File: config.mk
export PLATFORM = sky130hd
export DESIGN_NAME = key_note_select
export DESIGN_NICKNAME = d
export VERILOG_FILES = /design/src/rtl/key_note_select.sv
export SDC_FILE = /design/constraint.sdc
export NUM_CORES = 1
export LEC_CHECK = 0
export BUFFER_PORTS_ARGS = -buffer_cell sky130_fd_sc_hd__buf_2
export CORE_MARGIN = 5
export CORE_UTILIZATION = 59
export CTS_BUF_LIST = sky130_fd_sc_hd__clkbuf_16
export CTS_CLUSTER_SIZE = 10
export DETAILED_ROUTE_END_ITERATION = 6
export PLACE_DENSITY = 0.91
export SETUP_SLACK_MARGIN = 0.15
export SYNTH_ARGS = -nofsm -noshare
export SYNTH_HDL_FRONTEND = slang
export SYNTH_SLANG_ARGS = --single-unit
File: constraint.sdc
create_clock -name clk -period 2.6 [get_ports clk]
set_input_delay 0.26 -clock clk [delete_from_list [all_inputs] [get_ports clk]]
set_output_delay 0.26 -clock clk [all_outputs]
set_load 0.02 [all_outputs]
File: src/rtl/key_note_select.sv
// key_note_select: synchronises and debounces eight piano keys (C4..C5),
// applies last-pressed monophonic priority and drives the tone generator's
// half-period count, gate and a note_change pulse.
// Optional build macro OCTAVE_SHIFT_EN: when defined, octave_dn (synchronised)
// doubles half_period to play one octave lower; when undefined octave_dn is ignored.
module key_note_select #(
   parameter int DEBOUNCE_CYCLES = 50000,
   parameter int WIDTH_COUNTER   = 16
) (
   input  logic                     clk,
   input  logic                     rst_n,
   input  logic [7:0]               keys,
   input  logic                     octave_dn,
   output logic [WIDTH_COUNTER-1:0] half_period,
   output logic                     gate,
   output logic [2:0]               note_idx,
   output logic                     note_change
);

   localparam int CW = $clog2(DEBOUNCE_CYCLES);
   localparam logic [CW-1:0] TICK_LAST = CW'(DEBOUNCE_CYCLES - 1);

   typedef enum logic {IDLE = 1'b0, PLAY = 1'b1} state_t;

   // Half-period toggle counts for a 10 MHz clock, indexed by key bit.
   function automatic logic [15:0] note_period(input logic [2:0] idx);
      logic [15:0] p;
      case (idx)
         3'd0:    p = 16'd19111;
         3'd1:    p = 16'd17026;
         3'd2:    p = 16'd15169;
         3'd3:    p = 16'd14317;
         3'd4:    p = 16'd12755;
         3'd5:    p = 16'd11364;
         3'd6:    p = 16'd10124;
         default: p = 16'd9556;
      endcase
      return p;
   endfunction

   // Highest set bit of an 8-bit vector (0 when the vector is empty).
   function automatic logic [2:0] top_bit(input logic [7:0] v);
      logic [2:0] idx;
      idx = 3'd0;
      for (int i = 0; i < 8; i++) begin
         if (v[i]) idx = 3'(i);
      end
      return idx;
   endfunction

   logic [7:0]    sync1, sync2;
   logic [7:0]    hist0, hist1;
   logic [7:0]    deb, deb_prev;
   logic [7:0]    press;
   logic [7:0]    agree;
   logic [CW-1:0] presc;
   logic          tick;
   logic          oct_active;
   logic          latched;

   state_t        state, next_state;
   logic [2:0]    next_idx;
   logic          next_change;
   logic [15:0]   base_period;
   logic [15:0]   shifted_period;

   // Two-flop synchroniser for the raw key levels.
   always_ff @(posedge clk) begin
      if (!rst_n) begin
         sync1 <= '0;
         sync2 <= '0;
      end else begin
         sync1 <= keys;
         sync2 <= sync1;
      end
   end

`ifdef OCTAVE_SHIFT_EN
   logic oct_s1, oct_s2;

   // Two-flop synchroniser for the octave-down request.
   always_ff @(posedge clk) begin
      if (!rst_n) begin
         oct_s1 <= 1'b0;
         oct_s2 <= 1'b0;
      end else begin
         oct_s1 <= octave_dn;
         oct_s2 <= oct_s1;
      end
   end

   assign oct_active = oct_s2;
`else
   // Octave request has no effect in this build.
   assign oct_active = octave_dn & 1'b0;
`endif

   // Debounce sample prescaler: tick is high on the last count before wrap.
   always_ff @(posedge clk) begin
      if (!rst_n) begin
         presc <= '0;
      end else if (tick) begin
         presc <= '0;
      end else begin
         presc <= presc + 1'b1;
      end
   end

   assign tick  = (presc == TICK_LAST);

   // A key's debounced level follows the synced level only when the current
   // sample agrees with both stored samples (three agreeing ticks).
   assign agree = ~(sync2 ^ hist0) & ~(sync2 ^ hist1);

   // Sample history and debounced vector, advanced on each tick.
   always_ff @(posedge clk) begin
      if (!rst_n) begin
         hist0 <= '0;
         hist1 <= '0;
         deb   <= '0;
      end else if (tick) begin
         hist0 <= sync2;
         hist1 <= hist0;
         deb   <= (agree & sync2) | (~agree & deb);
      end
   end

   // Previous debounced vector for press-edge detection, updated every clock.
   always_ff @(posedge clk) begin
      if (!rst_n) begin
         deb_prev <= '0;
      end else begin
         deb_prev <= deb;
      end
   end

   assign press = deb & ~deb_prev;

   // Next-state and note selection: newest press wins, otherwise fall back to
   // the highest still-held key when the sounding key is released.
   always_comb begin
      next_state  = state;
      next_idx    = note_idx;
      next_change = 1'b0;
      case (state)
         IDLE: begin
            if (deb != 8'h00) begin
               next_idx    = top_bit(deb);
               next_state  = PLAY;
               next_change = 1'b1;
            end
         end
         PLAY: begin
            if (press != 8'h00) begin
               next_idx    = top_bit(press);
               next_change = 1'b1;
            end else if (!deb[note_idx] && (deb != 8'h00)) begin
               next_idx    = top_bit(deb);
               next_change = 1'b1;
            end else if (deb == 8'h00) begin
               next_state  = IDLE;
            end
         end
         default: next_state = IDLE;
      endcase
   end

   assign base_period    = note_period(next_idx);
   assign shifted_period = oct_active ? {base_period[14:0], 1'b0} : base_period;

   // Registered FSM state and outputs; half_period tracks the latched note
   // (and octave) from the first latch onward and is never zeroed in IDLE.
   always_ff @(posedge clk) begin
      if (!rst_n) begin
         state       <= IDLE;
         note_idx    <= 3'd0;
         gate        <= 1'b0;
         note_change <= 1'b0;
         latched     <= 1'b0;
         half_period <= '0;
      end else begin
         state       <= next_state;
         note_idx    <= next_idx;
         gate        <= (next_state == PLAY);
         note_change <= next_change;
         latched     <= latched | next_change;
         if (latched || next_change) begin
            half_period <= WIDTH_COUNTER'(shifted_period);
         end
      end
   end

endmodule

# Yosys cells after proc, flatten, opt, wreduce, memory -nomap -nowiden
# Cells that the tools add are included.
# Widths: inputs -> output; s select.
dict set report word_totals {
  register_bits 86
  output_inout_bits 21
}
dict set report classes {
  n_addsub 1
  magnitude_cmp 1
  n_eq_ne 7
  mux 29
  n_bitwise 14
  reduce_logical 8
}
# op n
set op_table {}
lappend op_table {{$pmux 15 s7} 1}
lappend op_table {{$mux 3} 15}
lappend op_table {{$and 8x8->8} 4}
lappend op_table {{$not 8->8} 4}
lappend op_table {{$add 16x1->16 const B} 1}
lappend op_table {{$eq 16x16->1 const B} 1}
lappend op_table {{$reduce_bool 8->1} 2}
lappend op_table {{$xor 8x8->8} 2}
lappend op_table {{$eq 3x3->1 const B} 3}
lappend op_table {{$mux 1} 9}
lappend op_table {{$logic_not 8->1} 1}
lappend op_table {{$or 8x8->8} 1}
lappend op_table {{$eq 3x2->1 const B} 2}
lappend op_table {{$pmux 3 s2} 1}
lappend op_table {{$lt 3x4->1 const B} 1}
lappend op_table {{$pmux 1 s2} 2}
lappend op_table {{$bmux 1 s3} 1}
lappend op_table {{$eq 3x1->1 const B} 1}
lappend op_table {{$logic_not 3->1} 1}
lappend op_table {{$not 1->1} 2}
lappend op_table {{$reduce_or 2->1} 1}
lappend op_table {{$logic_and 1x1->1} 1}
lappend op_table {{$logic_not 1->1} 1}
lappend op_table {{$logic_or 1x1->1} 1}
lappend op_table {{$or 1x1->1} 1}

# Depth between registers and ports, before layout
# Gate-level depths: netlist (run 1).
dict set report depth {
  ltp_word 13
  ltp_mapped 9
  depth_no_buf 8
}

# Least setup slack after synthesis (run 1)
# No wires, ideal clock.
dict set report synth_timing {
  path_kind {register -> register}
  startpoint {register note_idx[0]}
  endpoint {register half_period[3]}
  arrival_ps 2416
  setup_slack_ps 67
  path_stages_with_launch 8
  n_path_buf 0
  cell_sequence {dfxtp_1 -> mux2_2 -> a222oi_1 -> nand2_2 -> o21bai_1 -> a2111oi_4 -> nor2b_4 -> a32o_1}
}
dict set report synth_between {
  elab_chain_cells 9
  elab_cells_between_ends 20
  classes_between {eq/ne (6); mux (10); reduce/logical (4)}
}
# element line_no
set synth_lines {}
lappend synth_lines {{from (decl)} 16} ;# output logic [2:0] note_idx,
lappend synth_lines {{from (signal assigned)} 183} ;# note_idx <= next_idx;
lappend synth_lines {{$bmux 1 s3} 157} ;# end else if (!deb[note_idx] && (deb != 8'h00)) begin
lappend synth_lines {{$mux 1 (not written as such)} 157}
lappend synth_lines {{$logic_not 1->1} 157}
lappend synth_lines {{$logic_and 1x1->1} 157}
lappend synth_lines {{$mux 3} 157}
lappend synth_lines {{$mux 3} 154} ;# if (press != 8'h00) begin
lappend synth_lines {{$pmux 3 s2} 145} ;# case (state)
lappend synth_lines {{$eq 3x3->1, or another cell as far along} 28} ;# case (idx)
lappend synth_lines {{$pmux 15 s7} 28}
lappend synth_lines {{to (signal assigned)} 188} ;# half_period <= WIDTH_COUNTER'(shifted_period);
lappend synth_lines {{to (decl)} 14} ;# output logic [WIDTH_COUNTER-1:0] half_period,
# Parallel ways exist; a longest one is shown, timed or not. The select of a mux whose other input is x is not followed.
# A chain may end at the register's enable or synchronous reset.

==> results of run 1 <==
-- final cells by class --
type	instances	area, µm²	area share, %
inverters	8	30.0	0.668
well taps	75	93.8	2.09
flip-flops and latches	85	1710	38.1
multi-input cells	286	1960	43.7
clock buffers	9	225	5.01
repair buffers	62	408	9.07
clock inverters	7	62.6	1.39
-- cell usage after synthesis (all sizes together), types with 2 or more instances --
| library cell | number | area (µm²) |
|---|---|---|
| nor4 | 6 | 58.8 |
| or4 | 2 | 15.0 |
| xnor2 | 7 | 61.3 |
| mux2 | 2 | 22.5 |
| and3 | 11 | 68.8 |
| o21a | 4 | 30.0 |
| nand2b | 5 | 31.3 |
| a2111oi | 2 | 36.3 |
| dfxtp | 85 | 1700 |
| o21ai | 21 | 105 |
| nand4 | 7 | 43.8 |
| a21boi | 25 | 188 |
| nor2b | 8 | 65.1 |
| or3 | 5 | 36.3 |
| o21bai | 2 | 15.0 |
| nor2 | 26 | 97.6 |
| o31ai | 14 | 110 |
| nand2 | 49 | 186 |
| and2 | 31 | 199 |
| a31oi | 3 | 18.8 |
| buf | 8 | 55.1 |
| inv | 8 | 30.0 |
| xor2 | 5 | 43.8 |
| clkbuf | 13 | 48.8 |
| nand3 | 11 | 55.1 |
| nor3 | 5 | 36.3 |
| a21oi | 12 | 60.1 |
-- power by group --
part / internal [µW] / total, µW / switching [µW]
clock: 660 / 1230 / 565
combinational: 19.8 / 44.8 / 25.0
sequential: 1310 / 1320 / 8.04
-- state kept, by name (all words and copies together), names as in the netlist, named ones only --
name / flops
sync1: 8
deb_prev: 8
hist1: 8
presc: 16
state: 1
note_change: 1
latched: 1
sync2: 8
half_period: 15
hist0: 8
note_idx: 3
-- kinds of logic after synthesis --
kind of cell | after synthesis | share of synthesized area, %
AO/OA/AOI/OAI | 98 | 19.8
XOR/XNOR | 12 | 2.87
buffers and inverters | 29 | 3.65
multiplexers | 3 | 1.33
flip-flops | 85 | 46.4
AND/OR/NAND/NOR | 171 | 25.5
adder cells (fa/ha/maj) | 1 | 0.341
other | 1 | 0.102
-- stage by stage --
stage	hold slack (ps)	instance area, µm²	utilization (%)	setup slack, ps
after floorplan	387	3670	-	177
after global placement	416	3930	65.6	124
after detailed placement	420	3930	65.6	17.6
after CTS	121	4310	71.9	144
after global routing	117	4500	75.1	-129
final	120	4500	75.1	-20.8
-- timing repair --
| item | 4_1_cts | 5_1_grt |
|---|---|---|
| pin swaps | 4 | 10 |
| endpoints found under the setup margin | 11 | 17 |
| setup buffers | 7 | 9 |
| gates resized for setup | 8 | 27 |
-- worst paths after layout --
kind,from,end,slack [ps],cells past startpoint
max,flip-flop,half_period[1],-20,12
max reg2reg,flip-flop,half_period[1],-20,12
min,keys[0],sync1[0],120,2
min reg2reg,sync1[0],sync2[0],440,1
-- worst max-delay path: stages (launching register included) --
cell       delay (ps)
dfxtp_2           330
buf_6             140
nor4_4            300
buf_4             170
nand2_1            70
buf_4             180
or2_2             300
a21oi_2           160
buf_4             200
a2111oi_4          50
buf_4             190
o31a_1            260
nor2b_1           180
-- metal layers --
metal / track usage [%] / part of all wire, %
met4: 15.9 / 6.5
met1: 28.2 / 38
met5: 0 / 0
met3: 4.56 / 7.9
met2: 41.5 / 48
==> impl_metrics.yaml, run 1 <==
run_status:
  status: "finished, violations left"
  violations: "negative setup slack"
yosys:
  synth_flop_cell: "dfxtp_1"
  syn_area_per_cell_um2: 9.16
  synth_edf_count: 0
  synth_nets: 412
  async_flop_share_pct: 0
  syn_area_um2: 3660
  ys_ff_latch: 85
  ys_seq_area_share_pct: 46.4
  ys_warn_count: 0
  synthCells: 400
  ys_types: 62
clock_network:
  cts_tree: "done"
  cts_num_sinks: 85
  cts_buffers: 9
  htree_num_levels: 3
  holdBufCountCts: 0
  clk_pin_slew_ps: 70
  clk_latency_ps: 340
  ctsLongestPathBuffers: 2
  clockRootBuffer: "clkbuf_16"
power:
  p_leak_uw: 0.00175
  power_density_nw_per_um2: 577
  vdd_drop_max_mv: 0.529
  finalPower_uw: 2590
drt:
  routed_wl_um: 10700
  wl_per_cell_um: 20.0
  antenna_left: 0
  drt_iter0_drc: 390
  vias: 3442
  drc: 0
  firstDrtPassIters: 6
  via_per_inst: 6.47
worst_setup_path:
  path_class: "reg2reg"
  critPathMaxFanout: 7
  critPathCaptureType: "flip-flop"
  critical_path_arrival_ps: 2880
  setup.worst_path.start_class: "flip-flop"
  crit_required_ps: 2860
cells_and_area:
  drive_above_1_share_pct: 25.6
  most-common-layout-cells: "dfxtp_1, nand2_1, and2_1, buf_2, buf_4"
  antenna_cells: 0
  area_delta_synth_final_pct: 22.7
  fin_nets: 464
  fillers: 351
  mostFrequentLayoutCell: "dfxtp_1"
  fin_cells: 532
placement:
  dp_hpwl_um: 5050
  place_inst: 500
  io_buffers: 29
  routabilityCongestion: 0.877
job:
  maxCapViolCount: 0
global_routing:
  grt.total_usage_pct: 24.5
  grt_pass1_vias: 3145
  grt_max_degree: 51
  antenna_found_initial: 0
  grt_pass1_wl_um: 14700
  grt_overflow: 0
floorplanning:
  start_util_pct: 61.2
  die_x_um: 88.8
  rows: 28
  die_h_um: 88.8
  dieArea_um2: 7890
  core_um2: 5990
  num_io_pins: 32
timing:
  max_freq_mhz: 382
  clock_skew_ps: 5.92
  fin_crit_ps: 2620
  hold_violations: 0
  fin_crit_sh_pct: 101
  slew_violations: 0
  slew-limit-headroom_pct: 57.2
  fin_ws_ps: -20.8
  worstMarginPinSlew_ps: 642
  setup_viol: 1
  fin_setup_tns_ps: -20.8
  rsz0062_at_grt: "true"
worst_hold_path:
  min_path_type: "in2reg"
(Power assumes the default switching activity.)
==> inputs of run 2 (changes only) <==
CAP_MARGIN = 20   (was unset)
SETUP_SLACK_MARGIN = 0.3   (was 0.15)
==> run 2 against run 1 <==
Effect of this change: the run now ends clean; critical path depth down 2; die area unchanged; sequential power about the same; via count shrank 1.2%; cell count is 1.1% higher; maximum frequency increased by 5.6%; cell area increased by 5.5%; clock skew grew 1.2 ps; power increased by 3.0%; worst hold slack about the same; combinational power is 2% higher; register-to-register slack better by 140 ps; largest cell class unchanged.
==> impl_metrics.yaml, run 2 (synthesized netlist as in run 1, its figures left out) <==
worst_setup_path:
  path_class: "reg2reg"
  critPathMaxFanout: 8
  reg2reg_depth: 10
  critical_path_arrival_ps: 2700
  critPathCaptureType: "flip-flop"
  crit_required_ps: 2820
  regToRegSetupSlack_ps: 120
  setup.worst_path.start_class: "flip-flop"
worst_hold_path:
  holdPathStages: 2
  min_path_type: "in2reg"
drt:
  routed_wl_um: 10600
  wl_per_cell_um: 19.8
  firstDrtPassIters: 5
  drc: 0
  antenna_left: 0
  drt_iter0_drc: 325
  vias: 3399
  via_per_inst: 6.32
power:
  finalPower_uw: 2670
  switching_power_uw: 586
  p_sw_share_pct: 21.9
  clkPwrFrac_pct: 48.7
  seq_power_share_pct: 49.6
  pwr-share-comb_pct: 1.7
  internal_power_uw: 2080
  vdd_drop_max_mv: 0.923
  power_density_nw_per_um2: 563
  p_leak_uw: 0.00184
floorplanning:
  dieArea_um2: 7890
  start_util_pct: 61.2
  num_io_pins: 32
  core_um2: 5990
  rows: 28
  die_x_um: 88.8
  die_h_um: 88.8
global_routing:
  grt.total_usage_pct: 24.9
  grt_pass1_wl_um: 15000
  grt_pass1_vias: 3033
  grt_max_degree: 42
  antenna_found_initial: 0
  grt_overflow: 0
cells_and_area:
  largest_reg_flops: 16
  reg_top3: "presc x16, half_period x15"
  seq_area_um2: 1720
  antenna_cells: 0
  area_delta_synth_final_pct: 29.4
  fin_nets: 470
  most-common-layout-cells: "dfxtp_1, nand2_1, buf_4, buf_2, and2_1"
  mostFrequentLayoutCell: "dfxtp_1"
  largest_register: "presc"
  multi_input_area_um2: 2140
  fillers: 293
  drive_above_1_share_pct: 31.5
  fin_util_pct: 79.2
clock_network:
  clk_latency_ps: 340
  cts_tree: "done"
  ctsLongestPathBuffers: 2
  clockRootBuffer: "clkbuf_16"
  cts_num_sinks: 85
  cts_buffers: 9
  holdBufCountCts: 0
  clk_pin_slew_ps: 70
  htree_num_levels: 3
timing:
  slew_violations: 0
  fin_crit_ps: 2480
  clock_skew_ps: 7.11
  fin_setup_tns_ps: 0
  hold_violations: 0
  max_freq_mhz: 403
  worstMarginPinSlew_ps: 666
  rsz0062_at_grt: "true"
  fin_crit_sh_pct: 95.4
  slew-limit-headroom_pct: 55.6
  setup_viol: 0
  fin_ws_ps: 118
placement:
  place_ws_ps: 59.3
  io_buffers: 29
  dp_hpwl_um: 4970
  routabilityCongestion: 0.870
job:
  maxCapViolCount: 0
run_status:
  status: "finished, final reports clean"
run 2: stage by stage:
stage | std cells | cell area, µm² | hold slack, ps
2_1_floorplan | 400 | 3690 | 387
3_3_place_gp | 500 | 3950 | 414
3_5_place_dp | 500 | 3950 | 418
4_1_cts | 529 | 4470 | 113
5_1_grt | 538 | 4740 | 116
6_report | 538 | 4740 | 119
run 2: area by class of cell:
cell class / instances / area share, %
clock buffer: 9 / 4.75
timing repair buffer: 67 / 9.82
sequential: 85 / 36.2
tap: 75 / 1.98
clock inverter: 7 / 1.56
multi-input combinational: 287 / 45.1
inverter: 8 / 0.633
run 2: what timing repair did:
action                                  in CTS  in global routing
gates resized for setup                     24                 46
pin swaps                                   20                 24
gates cloned                                 2                  0
endpoints found under the setup margin      15                 28
setup buffers                               11                  9
run 2: power by group through the flow:
stage | registers [µW] | logic [µW] | clock network [µW]
after floorplan | 1350 | 33.3 | 0
after global placement | 1350 | 42.0 | 0
after detailed placement | 1350 | 43.5 | 0
after CTS | 1320 | 43.7 | 1300
after global routing | 1320 | 50.4 | 1380
final | 1320 | 45.9 | 1300
run 2: worst paths after layout:
check                                  endpoint  startpoint
worst max-delay path            half_period[10]   flip-flop
worst max register to register  half_period[10]   flip-flop
worst min-delay path                   sync1[3]     keys[3]
worst min register to register         sync2[0]    sync1[0]
run 2: worst max-delay path, stage by stage (launching register included):
cell and delay [ps]:
dfxtp_1 370, buf_4 190, nand2b_1 240, and3_1 290, o2111ai_4 170, a22oi_4 290, buf_4 250, o41ai_4 150
buf_4 180, a21oi_2 130, a21oi_1 100
run 2: layer usage:
metal	share of wire [%]	GRT usage, %	vias to the layer above
met3	7.3	6.61	55
met1	40	31.3	1622
met2	48	39.4	196
met4	5.0	12.8	0
li1	-	-	1526
met5	0	0	-
